`src/rtl/pipeline_ctrl_pkg.sv`:
```
// Shared types for the 5-stage pipeline hazard/sequencing controller:
// FSM state encoding, next-PC select codes and the per-stage control bundle.
package pipe_ctrl_pkg;

  typedef enum logic [1:0] {
    RUN    = 2'd0,
    DSTALL = 2'd1,
    MWAIT  = 2'd2,
    REDIR  = 2'd3
  } state_e;

  localparam logic [1:0] PCSEL_SEQ = 2'd0;
  localparam logic [1:0] PCSEL_BR  = 2'd1;
  localparam logic [1:0] PCSEL_MEM = 2'd2;

  typedef struct packed {
    logic       pc_en;
    logic       ifid_en;
    logic       idex_en;
    logic       exmem_en;
    logic       memwb_en;
    logic       ifid_flush;
    logic       idex_flush;
    logic       exmem_flush;
    logic       memwb_flush;
    logic [1:0] pc_sel;
  } ctrl_t;

  // Everything frozen and every buffer loading a bubble.
  localparam ctrl_t CTRL_BUBBLE = ctrl_t'(11'b00000_1111_00);
  // Free-running pipe: all stages advance, fetch PC+1.
  localparam ctrl_t CTRL_RUN    = ctrl_t'(11'b11111_0000_00);

endpackage

```
`src/rtl/pipeline_ctrl_sat_counter.sv`:
```
// Saturating up-counter with synchronous clear; holds at all-ones.
module sat_counter #(
  parameter int unsigned W = 8
) (
  input  logic         clk,
  input  logic         rst,
  input  logic         inc,
  input  logic         clear,
  output logic [W-1:0] count
);

  logic [W-1:0] count_q;
  logic [W-1:0] count_d;

  always_comb begin
    count_d = count_q;
    if (clear) begin
      count_d = '0;
    end else if (inc && (count_q != {W{1'b1}})) begin
      count_d = count_q + W'(1);
    end
  end

  always_ff @(posedge clk or posedge rst) begin
    if (rst) begin
      count_q <= '0;
    end else begin
      count_q <= count_d;
    end
  end

  assign count = count_q;

endmodule

```
`src/rtl/pipeline_ctrl.sv`:
```
// Hazard and sequencing controller: stalls on RAW hazards, redirects fetch on
// MEM-resolved branches/jumps, freezes on data-memory waits, counts and watches.
module pipeline_ctrl
  import pipe_ctrl_pkg::*;
#(
  parameter int unsigned CNT_W    = 16,
  parameter int unsigned MAX_WAIT = 15
) (
  input  logic             clk,
  input  logic             rst,
  input  logic [5:0]       id_rs,
  input  logic [5:0]       id_rt,
  input  logic             id_uses_rs,
  input  logic             id_uses_rt,
  input  logic [5:0]       ex_rd,
  input  logic [5:0]       mem_rd,
  input  logic             ex_regwrite,
  input  logic             mem_regwrite,
  input  logic             mem_brz,
  input  logic             mem_brn,
  input  logic             mem_jump,
  input  logic             mem_jump_mem,
  input  logic             mem_z,
  input  logic             mem_n,
  input  logic             mem_memread,
  input  logic             mem_memwrite,
  input  logic             dmem_ready,
  output logic             pc_en,
  output logic             ifid_en,
  output logic             idex_en,
  output logic             exmem_en,
  output logic             memwb_en,
  output logic             ifid_flush,
  output logic             idex_flush,
  output logic             exmem_flush,
  output logic             memwb_flush,
  output logic [1:0]       pc_sel,
  output logic [1:0]       state,
  output logic [CNT_W-1:0] stall_count,
  output logic [CNT_W-1:0] flush_count,
  output logic             mem_timeout
);

  localparam int unsigned WAIT_W = $clog2(MAX_WAIT + 1);

  logic        mem_busy;
  logic        taken;
  logic        hazard;
  ctrl_t       ctrl;
  state_e      state_q;
  state_e      state_d;
  logic        mem_timeout_q;
  logic        mem_timeout_d;
  logic [WAIT_W-1:0] wait_cnt;

  // Fixed-priority decision: memory wait > redirect > RAW stall > run.
  always_comb begin
    mem_busy = (mem_memread | mem_memwrite | mem_jump_mem) & ~dmem_ready;
    taken    = (mem_brz & mem_z) | (mem_brn & mem_n) | mem_jump | mem_jump_mem;
    hazard   = (id_uses_rs & (id_rs == ex_rd)  & ex_regwrite)
             | (id_uses_rs & (id_rs == mem_rd) & mem_regwrite)
             | (id_uses_rt & (id_rt == ex_rd)  & ex_regwrite)
             | (id_uses_rt & (id_rt == mem_rd) & mem_regwrite);

    ctrl        = CTRL_RUN;
    ctrl.pc_sel = PCSEL_SEQ;
    state_d     = RUN;

    if (mem_busy) begin
      ctrl             = '0;
      ctrl.memwb_en    = 1'b1;
      ctrl.memwb_flush = 1'b1;
      state_d          = MWAIT;
    end else if (taken) begin
      ctrl.ifid_flush  = 1'b1;
      ctrl.idex_flush  = 1'b1;
      ctrl.exmem_flush = 1'b1;
      ctrl.pc_sel      = mem_jump_mem ? PCSEL_MEM : PCSEL_BR;
      state_d          = REDIR;
    end else if (hazard) begin
      ctrl.pc_en      = 1'b0;
      ctrl.ifid_en    = 1'b0;
      ctrl.idex_flush = 1'b1;
      state_d         = DSTALL;
    end

    // Reset overrides combinationally so the pipe is quiesced without a clock.
    if (rst) begin
      ctrl = CTRL_BUBBLE;
    end
  end

  assign pc_en       = ctrl.pc_en;
  assign ifid_en     = ctrl.ifid_en;
  assign idex_en     = ctrl.idex_en;
  assign exmem_en    = ctrl.exmem_en;
  assign memwb_en    = ctrl.memwb_en;
  assign ifid_flush  = ctrl.ifid_flush;
  assign idex_flush  = ctrl.idex_flush;
  assign exmem_flush = ctrl.exmem_flush;
  assign memwb_flush = ctrl.memwb_flush;
  assign pc_sel      = ctrl.pc_sel;

  assign mem_timeout_d = mem_timeout_q | (wait_cnt == WAIT_W'(MAX_WAIT));

  always_ff @(posedge clk or posedge rst) begin
    if (rst) begin
      state_q       <= RUN;
      mem_timeout_q <= 1'b0;
    end else begin
      state_q       <= state_d;
      mem_timeout_q <= mem_timeout_d;
    end
  end

  assign state       = state_q;
  assign mem_timeout = mem_timeout_q;

  sat_counter #(.W(CNT_W)) u_stall_cnt (
    .clk   (clk),
    .rst   (rst),
    .inc   (state_d == DSTALL),
    .clear (1'b0),
    .count (stall_count)
  );

  sat_counter #(.W(CNT_W)) u_flush_cnt (
    .clk   (clk),
    .rst   (rst),
    .inc   (state_d == REDIR),
    .clear (1'b0),
    .count (flush_count)
  );

  // Consecutive memory-wait cycles; any other decision restarts the run.
  sat_counter #(.W(WAIT_W)) u_wait_cnt (
    .clk   (clk),
    .rst   (rst),
    .inc   (state_d == MWAIT),
    .clear (state_d != MWAIT),
    .count (wait_cnt)
  );

endmodule

```
`config.mk`:
```
export PLATFORM = sky130hd
export DESIGN_NAME = pipeline_ctrl
export DESIGN_NICKNAME = d
export VERILOG_FILES = /design/src/rtl/pipeline_ctrl_pkg.sv /design/src/rtl/pipeline_ctrl_sat_counter.sv /design/src/rtl/pipeline_ctrl.sv
export SDC_FILE = /design/constraint.sdc
export NUM_CORES = 1
export LEC_CHECK = 0
export BUFFER_PORTS_ARGS = -buffer_cell sky130_fd_sc_hd__buf_2
export CORE_ASPECT_RATIO = 1.25
export CORE_MARGIN = 10
export CORE_UTILIZATION = 55
export DETAILED_ROUTE_END_ITERATION = 8
export GPL_TIMING_DRIVEN = 0
export PLACE_DENSITY = 0.89
export SLEW_MARGIN = 20
export SYNTH_ARGS = -nofsm -noshare
export SYNTH_HDL_FRONTEND = slang
export SYNTH_HIERARCHICAL = 1
export SYNTH_SLANG_ARGS = --single-unit
```
`constraint.sdc`:
```
create_clock -name clk -period 3.6 [get_ports clk]
set_input_delay 0.72 -clock clk [delete_from_list [all_inputs] [get_ports clk]]
set_output_delay 0.72 -clock clk [all_outputs]
set_load 0.05 [all_outputs]
```
Yosys cells after proc, flatten, opt, wreduce, memory -nomap -nowiden:

Index checks and enable logic that the tools add are counted.

* flip-flop bits (word level): 39
* bits of input ports: 39
* output and inout bits: 46
* word-level logic and storage cells: 63

* add/sub/neg operators: 3
* equal/unequal tests: 12
* multiplexer cells: 18
* bitwise gates (word level): 21
* reductions and logical operators: 4

Operators by type and width (count)
* $add 16x1->16 const B: 2
* $ne 16x16->1 const B: 2
* $eq 6x6->1: 4
* $mux 2: 8
* $and 1x1->1: 11
* $mux 11: 1
* $or 1x1->1: 9
* $mux 4: 2
* $mux 3: 2
* $mux 1: 5
* $add 4x1->4 const B: 1
* $eq 2x2->1 const B: 2
* $eq 4x4->1 const B: 1
* $ne 4x4->1 const B: 1
* $logic_and 1x1->1: 3
* $eq 2x1->1 const B: 1
* $ne 2x2->1 const B: 1
* $reduce_bool 2->1: 1
* $not 1->1: 1

Longest topological paths before layout:

* depth after elaboration: 13
* mapped depth: 10
* depth with buffers taken out: 9

By module:

The synthesis kept the hierarchy.

By module, submodules not included
* sat_counter (u_flush_cnt ...): instances 2, cells each 101, area each 932.1 sq um, sequential area each 400.4 sq um
* pipeline_ctrl: instances 1, cells each 62, area each 513.0 sq um, sequential area each 75.1 sq um
* sat_counter (u_wait_cnt): instances 1, cells each 21, area each 230.2 sq um, sequential area each 100.1 sq um

Least setup slack after synthesis:

No wires, ideal clock.

* path type: input port to output port
* from: input port mem_jump_mem
* to: output port pc_sel[0]
* data arrival time: 2841 ps
* required time: 2880 ps
* path slack: 39 ps
* stages: 5
* buffers on the path: 0
* cells stage by stage: nor3_1 > nor2_2 > nor2_4 > inv_1 > nor3_1

* cells in the longest elaborated chain, start to end: 4
* elaborated cells between the ends (all ways): 7
* classes of those cells: 4 x mux; 3 x bitwise

Ends and longest elaborated chain
* from (decl): line pipeline_ctrl.sv:22 `input logic mem_jump_mem,`
* $mux 2 (tied with other cells): line pipeline_ctrl.sv:78 `ctrl.pc_sel = mem_jump_mem ? PCSEL_MEM : PCSEL_BR;`
* $mux 2 or $and 1x1->1 (tied branches): line pipeline_ctrl.sv:74, pipeline_ctrl.sv:58
* $mux 2 *: line pipeline_ctrl.sv:69 `if (mem_busy) begin`
* $mux 11 *: line pipeline_ctrl.sv:88 `if (rst) begin`
* to (decl): line pipeline_ctrl.sv:37 `output logic [1:0] pc_sel,`

Every way passes the cells marked *; elsewhere a longest branch is shown, timed or not.

Worst setup path in the final report:

* from: input port mem_jump_mem
* to: register u_stall_cnt.count_q[13], in the netlist u_stall_cnt/count[13]

* cells in the longest elaborated chain, start to end: 5
* elaborated cells between the ends (all ways): 7
* classes of those cells: 1 x eq/ne; 2 x mux; 3 x bitwise; 1 x reduce/logical

Ends and longest elaborated chain
* $or 1x1->1, on equally long branches: line pipeline_ctrl.sv:59, pipeline_ctrl.sv:58
* $mux 2 or $and 1x1->1 (tied branches): line pipeline_ctrl.sv:74, pipeline_ctrl.sv:58
* $mux 2 *: line pipeline_ctrl.sv:69
* net state_d[1]: line pipeline_ctrl.sv:51 `state_e state_d;`
* $eq 2x1->1 *: line pipeline_ctrl.sv:122 `.inc (state_d == DSTALL),`
* $logic_and 1x1->1 *: line pipeline_ctrl_sat_counter.sv:19 `end else if (inc && (count_q != {W{1'b1}})) begin`
* to (signal assigned): line pipeline_ctrl_sat_counter.sv:28 `count_q <= count_d;`
* to (decl): line pipeline_ctrl_sat_counter.sv:12 `logic [W-1:0] count_q;`

Mark *: on every way through the listed nets, which the timed path passes. The rest lies on a longest branch.
A chain may end at the register's enable or synchronous reset.

==> metrics <==
P_leak 1.396 nW; Worst Setup Start Kind primary input; Die X 81.59 um; post-synthesis async set-or-reset flop share 100.0%; post-synth cell types 45; drc violations 0; Synth Warn # 6; Post-CTS Repair Setup Buffers 0; Final ANT Viol Nets 0; Post-CTS Hold Buffers 0; Worst R2R Setup Slack around 1.4 ns; final WL around 7.2 mm; ys flop type dfrtp_1; DR iter-0 viols 220; final core utilization between 70 and 80%; Hold Path Class primary input to async pin; xor-xnor portion of the synthesized cell area 8.061%; Mapped Area around 2600 um^2; status completed; grt total ovfl 0; GR Util met1 a little over a fifth; WS Path Type primary input to register; Post-Synth Adder-Cell Area between 1 and 1.5%; antenna violations before repair 0; Initial Utilization around three fifths; CTS resizes 0; post-route minimum period 2.993 ns; Post-synth EDFFs 0; vias in the first global route 2594; Required @ worst endpoint roughly 3.8 ns; CTS root buffer clkbuf_8; post-route cell area approximately 3200 um^2; met3 usage 8.226%; Rel. slew slack a little over half; final net count 419; vias around 2600; final setup fails 0; Final Cycle Share 83.15%; drt via density slightly below 6; maxcap violations 0; die height approximately 97 um; Yosys reg bits 39; FP Rows 27; Total Routing Usage GR 18.38%; pin count of the biggest net entering global routing 17; mean post-synth cell area approximately 9 um^2; Worst Max-Slew Pin Slew about 0.68 ns; DP Wirelength roughly 5.6 mm; core area between 4000 and 5000 um^2; grt met2 use 28.50%; area delta synth->final 22.17%; Ports 85; area of the die slightly below 8000 um^2; post-synthesis sequential area ratio between 30 and 40%; drt wl/cell about 16 um; CTS Buf Count 5; Compound-Gate Fraction of Synth Area around 16%; share of cells above drive strength 1 a little under a third; Worst Path Max Fanout 9; H-tree Lvls 2; final hold viol count 0; Synth Area in Simple Gates between 20 and 30%; clock-pin slew on the worst setup and hold paths 0.07 ns; Port-buffer cells 84; Peak VDD IR 0.0001787 V; Clock Latency Late Sink between 0.2 and 0.3 ns; first-pass GRT wire length between 10 and 15 mm; power per cell area around 290 nW/um^2; Top Usage Layer GRT met2; RSZ-0062 raised after global routing false; largest family of logic cells by synthesized area simple AND/OR/NAND/NOR gates; Detailed Routing Iterations Pass 1 5; Final GP Congestion roughly 0.84; f_max approximately 330 MHz; diodes inserted 0; clk buf depth 2; Placed Area just over 3000 um^2; Mapped Cells roughly 290; max-slew violation count 0; CTS tree built; Clock Skews between 0.003 and 0.004 ns; Crit path arrival time 3.21 ns; mux cell area share after synthesis between 3 and 4%; final-layout setup total negative slack 0 ns; element type at the critical path end register; Sink Count 39
final timing paths:
path,start,to,depth (start not counted)
max,mem_jump_mem,u_stall_cnt/count[13],11
min,rst,u_wait_cnt/count[1],2
max reg2reg,u_flush_cnt/count[0],u_flush_cnt/count[0],6
min reg2reg,mem_timeout,mem_timeout,1
max in group asynchronous,rst,u_flush_cnt/count[13],2
min in group clk,mem_timeout,mem_timeout,1
worst max-delay path: stages:
cell	delay, ns
buf_2	0.13
nor3_1	0.28
nor2_2	0.16
inv_1	0.21
nand2_1	0.10
nor2_1	0.10
clkbuf_2	0.19
nand3_1	0.22
or4_4	0.50
or4_1	0.43
a21oi_1	0.17
where the power goes:
part	switching [W]	internal, W	total (W)
combinational	0.000112	0.0000642	0.000176
sequential	0.00000645	0.000444	0.000450
clock	0.000151	0.000136	0.000287
cell families (layout without fill, tap and decap cells):
group | after synthesis | after routing
AOI/OAI and AO/OA | 62 | 62
xor gates and xnor gates | 24 | 24
adders and majority gates | 3 | 3
buffers and inverters | 24 | 116
DFF | 39 | 39
muxes | 8 | 8
other | 1 | 2
and+or+nand+nor | 124 | 124
final cells by class:
class,instances,area [um^2]
Buffer,11,72.57
Clock buffer,7,76.32
Clock inverter,1,5.005
Fill cell,347,1308
Inverter,13,48.80
Multi-Input combinational cell,223,1514
Sequential cell,39,975.9
Tap cell,58,72.57
Timing Repair Buffer,84,420.4
cells in the mapped netlist (3+ instances only):
library cell / n / area [um^2]
nor2_1: 10 / 37.54
buf_4: 5 / 37.54
nor4_1: 6 / 37.54
mux2i_1: 3 / 30.03
o21ai_0: 11 / 55.05
xnor2_1: 24 / 210.2
or3_1: 12 / 75.07
nor2b_1: 7 / 43.79
and4_1: 3 / 26.28
nand2b_1: 6 / 37.54
ha_1: 3 / 37.54
o31ai_1: 10 / 75.07
or4_1: 12 / 90.09
nand4_1: 13 / 81.33
nand3_1: 17 / 85.08
nand2_1: 13 / 48.80
nor3_1: 12 / 60.06
o41ai_1: 4 / 35.03
dfrtp_1: 39 / 975.9
a31oi_1: 3 / 18.77
mux2_2: 4 / 45.04
a21oi_1: 26 / 130.1
inv_1: 13 / 48.80
through the flow:
stage | instances | setup WS, ns | hold WS [ns] | power (W)
2_1_floorplan | 286 | 0.03940 | 0.4861 | 0.0005746
3_3_place_gp | 428 | 0.4280 | 0.4611 | 0.0006289
3_5_place_dp | 428 | 0.3263 | 0.4582 | 0.0006335
4_1_cts | 436 | 0.6223 | 0.3750 | 0.0009182
5_1_grt | 436 | 0.3525 | 0.3917 | 0.0009498
6_report | 436 | 0.6066 | 0.3770 | 0.0009135
routing by layer:
metal / share of wire [%] / vias up
li1: - / 1247
met1: 39 / 1216
met2: 48 / 116
met3: 11 / 9
met4: 1.6 / 0
met5: 0 / -
flip-flops by register name, summed over array words and instances, names as in the netlist:
register and count:
u_flush_cnt/count 16, u_stall_cnt/count 16, u_wait_cnt/count 4, state 2, mem_timeout 1
cells in the final DEF, fill, tap and decap left out, drive strengths merged, types with 3 or more instances in the layout:
master  netlist  routed
buf           5      89
dfrtp        39      39
a21oi        26      26
xnor2        24      24
nand3        18      18
or4          16      16
nand4        15      15
or3          14      14
inv          13      13
nand2        13      13
nor3         12      12
nor2         12      12
o21ai        11      11
clkbuf        4      11
o31ai        10      10
nor2b         7       7
nor4          6       6
nand2b        6       6
mux2          5       5
o41ai         4       4
a31oi         4       4
and4          3       3
mux2i         3       3
ha            3       3
No activity file was read; power rests on OpenSTA's default activity.
